<file path="src/rtl/spi_slave_tx_arbiter.sv">
// Round-robin arbiter sharing the SPI slave TX FIFO write port among NUM_REQ requesters.
// A grant lasts until a last flag, MAX_BURST words, or IDLE_TIMEOUT idle cycles.
module spi_slave_tx_arbiter #(
    parameter int unsigned NUM_REQ      = 2,
    parameter int unsigned DATA_WIDTH   = 32,
    parameter int unsigned MAX_BURST    = 4,
    parameter int unsigned IDLE_TIMEOUT = 8
) (
    input  logic                          clk,
    input  logic                          rst,
    input  logic [NUM_REQ*DATA_WIDTH-1:0] req_data,
    input  logic [NUM_REQ-1:0]            req_valid,
    input  logic [NUM_REQ-1:0]            req_last,
    output logic [NUM_REQ-1:0]            req_ready,
    output logic [DATA_WIDTH-1:0]         fifo_data,
    output logic                          fifo_valid,
    input  logic                          fifo_ready,
    output logic [$clog2(NUM_REQ)-1:0]    grant_id,
    output logic                          busy
);

    localparam int unsigned IdW   = $clog2(NUM_REQ);
    localparam int unsigned BeatW = $clog2(MAX_BURST + 1);
    localparam int unsigned IdleW = $clog2(IDLE_TIMEOUT + 1);
    localparam logic [BeatW-1:0] BeatMax = BeatW'(MAX_BURST - 1);
    localparam logic [IdleW-1:0] IdleMax = IdleW'(IDLE_TIMEOUT - 1);

    typedef enum logic [0:0] {StIdle, StGrant} state_e;

    state_e           state_q, state_d;
    logic [IdW-1:0]   rr_ptr_q, rr_ptr_d;
    logic [IdW-1:0]   grant_q, grant_d;
    logic [BeatW-1:0] beat_cnt_q, beat_cnt_d;
    logic [IdleW-1:0] idle_cnt_q, idle_cnt_d;

    logic             found;
    logic [IdW-1:0]   pick;
    logic             sel_valid;
    logic             sel_last;
    logic             xfer;

    always_ff @(posedge clk or posedge rst) begin
        if (rst) begin
            state_q    <= StIdle;
            rr_ptr_q   <= IdW'(NUM_REQ - 1);
            grant_q    <= '0;
            beat_cnt_q <= '0;
            idle_cnt_q <= '0;
        end else begin
            state_q    <= state_d;
            rr_ptr_q   <= rr_ptr_d;
            grant_q    <= grant_d;
            beat_cnt_q <= beat_cnt_d;
            idle_cnt_q <= idle_cnt_d;
        end
    end

    // Search rr_ptr+1, rr_ptr+2, ... ; the outer loop order makes the nearest index win.
    always_comb begin
        found = 1'b0;
        pick  = grant_q;
        for (int k = 1; k <= int'(NUM_REQ); k++) begin
            for (int i = 0; i < int'(NUM_REQ); i++) begin
                if (!found && req_valid[i] &&
                    rr_ptr_q == IdW'((i + int'(NUM_REQ) - k) % int'(NUM_REQ))) begin
                    found = 1'b1;
                    pick  = IdW'(i);
                end
            end
        end
    end

    always_comb begin
        fifo_data = '0;
        sel_valid = 1'b0;
        sel_last  = 1'b0;
        req_ready = '0;
        for (int i = 0; i < int'(NUM_REQ); i++) begin
            if (grant_q == IdW'(i)) begin
                fifo_data = req_data[i*DATA_WIDTH +: DATA_WIDTH];
                sel_valid = req_valid[i];
                sel_last  = req_last[i];
                req_ready[i] = (state_q == StGrant) && fifo_ready;
            end
        end
        fifo_valid = (state_q == StGrant) && sel_valid;
        busy       = (state_q == StGrant);
        grant_id   = grant_q;
        xfer       = fifo_valid && fifo_ready;
    end

    always_comb begin
        state_d    = state_q;
        rr_ptr_d   = rr_ptr_q;
        grant_d    = grant_q;
        beat_cnt_d = beat_cnt_q;
        idle_cnt_d = idle_cnt_q;
        unique case (state_q)
            StIdle: begin
                if (found) begin
                    grant_d    = pick;
                    state_d    = StGrant;
                    beat_cnt_d = '0;
                    idle_cnt_d = '0;
                end
            end
            StGrant: begin
                if (xfer) begin
                    if (sel_last || beat_cnt_q == BeatMax) begin
                        state_d  = StIdle;
                        rr_ptr_d = grant_q;
                    end else begin
                        beat_cnt_d = beat_cnt_q + 1'b1;
                    end
                end
                // Valid high (even when stalled by the FIFO) keeps the timeout at bay.
                if (sel_valid) begin
                    idle_cnt_d = '0;
                end else if (idle_cnt_q == IdleMax) begin
                    state_d  = StIdle;
                    rr_ptr_d = grant_q;
                end else begin
                    idle_cnt_d = idle_cnt_q + 1'b1;
                end
            end
            default: state_d = StIdle;
        endcase
    end

endmodule

</file>
<file path="config.mk">
export PLATFORM = sky130hd
export DESIGN_NAME = spi_slave_tx_arbiter
export DESIGN_NICKNAME = d
export VERILOG_FILES = /design/src/rtl/spi_slave_tx_arbiter.sv
export SDC_FILE = /design/constraint.sdc
export NUM_CORES = 1
export LEC_CHECK = 0
export CORE_ASPECT_RATIO = 0.5
export CORE_MARGIN = 4
export CORE_UTILIZATION = 25
export CTS_CLUSTER_DIAMETER = 40
export DETAILED_ROUTE_END_ITERATION = 10
export GPL_ROUTABILITY_DRIVEN = 0
export PLACE_DENSITY = 0.76
export SLEW_MARGIN = 30
export SYNTH_ARGS = -nofsm -noshare
export SYNTH_HDL_FRONTEND = slang
export SYNTH_SLANG_ARGS = --single-unit
</file>
<file path="constraint.sdc">
create_clock -name clk -period 1.8 [get_ports clk]
set_clock_uncertainty 0.2 [all_clocks]
set_input_delay 0.18 -clock clk [delete_from_list [all_inputs] [get_ports clk]]
set_output_delay 0.18 -clock clk [all_outputs]
set_load 0.005 [all_outputs]
</file>
==> flow_summary.json, run 1 <==
{
  "syn_inst": 95,
  "boundaryPins": 108,
  "synthArstFlopShare": 1.000,
  "relSlewSlack": 0.7366,
  "synth.net_count": 169,
  "drc_errors": 0,
  "setup-violations-final": 11,
  "crit_chain": "buf_4 -> clkbuf_16 -> mux2_2 -> dlygate4sd2_1",
  "p_leak_uw": 0.001012,
  "wl_met3_um": 246,
  "violations": "negative setup slack",
  "synth_top_cell_by_area": "mux2_2",
  "diodes": 0,
  "synth_top_area_share": 0.3859,
  "setup_ws_ps": -79.12,
  "worst_setup_path_start_kind": "flop",
  "track_usage": 0.1572,
  "clockRootBuffer": "clkbuf_8",
  "cts-buffers-inserted": 3,
  "first_global_vias": 1250,
  "hold_path_class": "input pin to async pin",
  "cts_num_sinks": 10,
  "postRouteAntennaNets": 0,
  "grt_overflow": 0,
  "wl_met1_um": 1780,
  "synthTopCellsByArea": "mux2_2 39%, dfrtp_1 23%, mux2i_1 4.0%",
  "synthTopCellsByCount": "34 x mux2_2, 9 x dfrtp_1, 8 x nand2_1, 5 x inv_1",
  "yosysMostFrequentCell": "mux2_2",
  "timing.fmax_mhz": 532.2,
  "dp_hpwl_um": 3386,
  "antenna_found_initial": 0,
  "rrSetupSlack_ps": 0,
  "crit_buf_inv": 3,
  "syn_area_per_cell_um2": 10.44,
  "period_needed_ps": 1879,
  "synth_area_um2": 992.2,
  "clk_latency_ps": 240,
  "slew_violations": 0,
  "setup-tns-final_ps": -705.8,
  "worstSetupPathType": "flop to primary output",
  "dp_slack_ps": -64.85,
  "synth_edf_count": 0,
  "cap_violations": 0,
  "grt_pass1_wl_um": 6361,
  "synth-main-ff-cell": "dfrtp_1",
  "crit_arrival_ps": 1500,
  "first_pass_iters": 4,
  "end_kind": "primary output",
  "clk_pin_slew_ps": 50,
  "synth_cell_types": 28,
  "ir_drop_uv": 616.7,
  "io_buffers": 107,
  "die_x_um": 97.10,
  "fin_crit_sh": 1.044,
  "synth_seq_area_share": 0.2535,
  "cts_tree": "done",
  "yosys_warnings": 0,
  "drt_iter0_markers": 25,
  "hold_violations": 0,
  "die_area_um2": 5102,
  "status": "finished with violations",
  "final_core_util": 0.6352,
  "rsz0062_at_grt": "true",
  "initial_core_util": 0.2739,
  "cpMaxStageDelayCell": "dfrtp_2",
  "cts_buffer_depth": 2,
  "power.density_nw_per_um2": 1104,
  "core_area_um2": 3622,
  "vias": 1235,
  "critPathTopFamily": "buffers and inverters",
  "nNetsFinal": 296,
  "synth-seq-cells": 10,
  "grt_max_degree": 16,
  "drt-vias-per-instance": 4.540,
  "top_layer_used": "met4",
  "slowest_delay_ps": 440,
  "h-tree-depth": 1,
  "worstMarginPinSlew_ps": 394.6,
  "die_h_um": 52.55,
  "wl_per_cell_um": 16.07,
  "wl_met2_um": 2266,
  "area_growth_syn_to_layout_pct": 131.9,
  "row_count": 15,
  "drive_above_1_share": 0.3665,
  "cp_max_fo": 6,
  "cts_hold_buf": 0,
  "holdWs_ps": 17.05,
  "finalWirelength_um": 4371,
  "critical_path_required_ps": 1420
}
[worst register-to-register path: cells and delay by family, from the launching register on]
family,cells,cell delay (ps)
AND/OR/NAND/NOR,1,260
multiplexers,2,420
flip-flops,1,440
buffers and inverters,3,410
[kinds of logic after synthesis]
logic type               after synthesis  synth area share
multiplexers                          38            0.4262
AND/OR/NAND/NOR                       18            0.1059
AO/OA/AOI/OAI                         14            0.1122
buffers and inverters                 10           0.04666
flip-flops                            10            0.2535
adder cells (fa/ha/maj)                3           0.03784
XOR/XNOR                               2           0.01766
[cells in the final DEF (no fill, tap or decap), types with 3 or more instances in the layout]
master	n
clkdlybuf4s50_1	71
clkbuf_8	4
nand2_1	8
buf_2	7
clkbuf_2	10
clkdlybuf4s15_1	5
ha_1	3
mux2i_1	3
inv_1	5
buf_4	14
mux2_2	32
dfrtp_1	8
dlygate4sd2_1	12
[stage by stage]
step / cells / area, um^2 / total power, uW
global placement: 260 / 2202 / 2094
finish: 272 / 2301 / 2540
detailed placement: 260 / 2202 / 2127
global route: 272 / 2301 / 2720
floorplan: 95 / 992.2 / 1201
CTS: 269 / 2286 / 2453
[where the power goes]
group	internal [uW]	switching, uW	leakage [uW]
clock network	193	93.1	0.0000288
logic	1170	678	0.000857
registers	318	86.2	0.000126
[sequential cells by signal (all words and copies together) (netlist names)]
| register | cells |
|---|---|
| idle_cnt_q | 4 |
| beat_cnt_q | 3 |
| busy | 1 |
| grant_id | 1 |
| rr_ptr_q | 1 |
[what timing repair did]
item / 4_1_cts / 5_1_grt
pin swaps: 1 / 0
cloned: 1 / 2
resized for setup: 73 / 26
setup buffers: 4 / 3
endpoints found under the setup margin: 41 / 37
[final timing paths]
path | start | end | cells past startpoint
max | grant_id | fifo_data[30] | 4
min | rst | beat_cnt_q[0] | 2
max reg2reg | grant_id | beat_cnt_q[2] | 6
min reg2reg | beat_cnt_q[0] | beat_cnt_q[0] | 1
max in group asynchronous | rst | rr_ptr_q | 2
min in group clk | beat_cnt_q[0] | beat_cnt_q[0] | 1
[metal layers]
layer,global-route usage,vias to the layer above
met1,0.1746,575
met3,0.03320,10
met5,0,-
met2,0.3025,41
li1,-,609
met4,0.06061,0
[area by class of cell]
class                           count  area [um^2]
Clock buffer                        4        55.05
Fill cell                         331         1321
Inverter                            5        18.77
Multi-Input combinational cell     75        718.2
Sequential cell                    10        252.7
Tap cell                           51        63.81
Timing Repair Buffer              127         1192
(Power assumes the default switching activity.)
==> run 2, diff against run 1 <==
- SKIP_CTS_REPAIR_TIMING: not set -> 1
==> run 2 against run 1 <==
The run now ends clean. Sequential share of layout area down 0.44 points. Hold slack worse by 3.6 ps. Global-route usage down 0.91 points. Power down 4.7%. Clock-buffer cell count unchanged. Register-to-register slack better by 20 ps. Sequential power up 1%. Combinational power down 6%. Routed wire length down 3.8%. Cell count down 2.6%. Worst setup slack better by 99 ps. Maximum frequency up 5.6%. Critical path type is now flop to flop. Critical endpoint is now beat_cnt_q[0].
==> flow_summary.json, run 2 (synthesis gave the netlist of run 1 again) <==
{
  "p_leak_uw": 0.001265,
  "crit_arrival_ps": 1740,
  "cts-buffers-inserted": 3,
  "track_usage": 0.1481,
  "worstMarginPinSlew_ps": 395.3,
  "nNetsFinal": 289,
  "worstSetupPathType": "flop to flop",
  "grt_pass1_wl_um": 6023,
  "crit_chain": "buf_12 -> mux2i_4 -> buf_6 -> nor4_4 -> mux2i_1",
  "antenna_found_initial": 0,
  "cts_tree": "done",
  "h-tree-depth": 1,
  "dp_hpwl_um": 3386,
  "drt-vias-per-instance": 4.589,
  "core_area_um2": 3622,
  "final_cell_mix": "71 x clkdlybuf4s50_1, 36 x dlymetal6s2s_1, 34 x mux2_2",
  "wl_per_cell_um": 15.88,
  "cts_num_sinks": 10,
  "crit_buf_inv": 2,
  "setup-violations-final": 0,
  "critPathTopFamily": "flip-flops",
  "reg.largest.list": "idle_cnt_q (4), beat_cnt_q (3)",
  "fin_crit_sh": 0.9887,
  "critical_path_required_ps": 1760,
  "largest_reg_flops": 4,
  "worst_setup_path_start_kind": "flop",
  "slew_violations": 0,
  "cts_buffer_depth": 2,
  "cpMaxStageDelayCell": "dfrtp_2",
  "cap_violations": 0,
  "status": "completed",
  "initial_core_util": 0.2739,
  "grt_max_degree": 30,
  "end_kind": "flop",
  "die_x_um": 97.10,
  "setup_ws_ps": 20.34,
  "vias": 1216,
  "die_area_um2": 5102,
  "rrSetupSlack_ps": 20,
  "drc_errors": 0,
  "ir_drop_uv": 633.7,
  "die_h_um": 52.55,
  "first_pass_iters": 4,
  "area_growth_syn_to_layout_pct": 141.6,
  "first_global_vias": 1193,
  "layout_commonest_cell": "clkdlybuf4s50_1",
  "finalWirelength_um": 4207,
  "grt_overflow": 0,
  "stdcell_area_um2": 2397,
  "drive_above_1_share": 0.2617,
  "rsz0062_at_grt": "true",
  "period_needed_ps": 1780,
  "io_buffers": 107,
  "largest_register": "idle_cnt_q",
  "postRouteAntennaNets": 0,
  "slowest_delay_ps": 450,
  "cp_max_fo": 15,
  "diodes": 0,
  "reg2regPathDepth": 5,
  "hold_path_class": "input pin to async pin",
  "relSlewSlack": 0.7359,
  "r2r_start": "grant_id",
  "power.density_nw_per_um2": 1009,
  "boundaryPins": 108,
  "timing.fmax_mhz": 561.9,
  "clk_latency_ps": 240,
  "holdWs_ps": 13.44,
  "worst_r2r_endpoint": "beat_cnt_q[0]",
  "clk_pin_slew_ps": 50,
  "drt_iter0_markers": 16,
  "hold_violations": 0,
  "dp_slack_ps": -64.85,
  "clockRootBuffer": "clkbuf_8",
  "row_count": 15,
  "placed_area_um2": 2202
}
run 2: cell types whose count changed in the layout (fill, tap and decap cells not counted), sizes merged:
cell,before,now
buf,25,12
dlygate4sd2,12,0
dlymetal6s2s,1,36
clkdlybuf4s15,6,0
clkbuf,16,5
run 2: worst max path at each step:
stage / start / end / slack [ps] / cells after the start
CTS: grant_id / fifo_data[12] / -270 / 3
detailed placement: req_valid[1] / beat_cnt_q[0] / -60 / 5
finish: grant_id / beat_cnt_q[0] / 20 / 5
global route: grant_id / beat_cnt_q[2] / -110 / 5
global placement: grant_id / idle_cnt_q[1] / 2 / 4
floorplan: beat_cnt_q[0] / beat_cnt_q[0] / 150 / 4
run 2: stage by stage:
step / util / instances / TNS [ps] / total power, uW
after detailed placement: 0.6079 / 260 / -243.3 / 2127
final: 0.6618 / 265 / 0 / 2420
after CTS: 0.6231 / 264 / -8508 / 2429
after global routing: 0.6618 / 265 / -334.8 / 2597
after global placement: 0.6079 / 260 / 0 / 2094
after floorplan: - / 95 / 0 / 1201
run 2: area by class of cell:
cell class / count / area (um^2)
inverter: 5 / 18.77
clock buffer: 4 / 55.05
timing repair buffer: 120 / 1296
multi-input combinational: 75 / 710.7
sequential: 10 / 252.7
fill: 307 / 1225
tap: 51 / 63.81
run 2: power by group:
part           switching, uW  internal (uW)
sequential              92.3            318
clock                   91.9            193
combinational            602           1120
run 2: layer usage:
layer | vias to the layer above | share of wire | GRT usage
met3 | 8 | 0.048 | 0.03453
met4 | 0 | 0.014 | 0.06061
met1 | 565 | 0.39 | 0.1618
met5 | - | 0 | 0
met2 | 47 | 0.54 | 0.2842
li1 | 596 | - | -
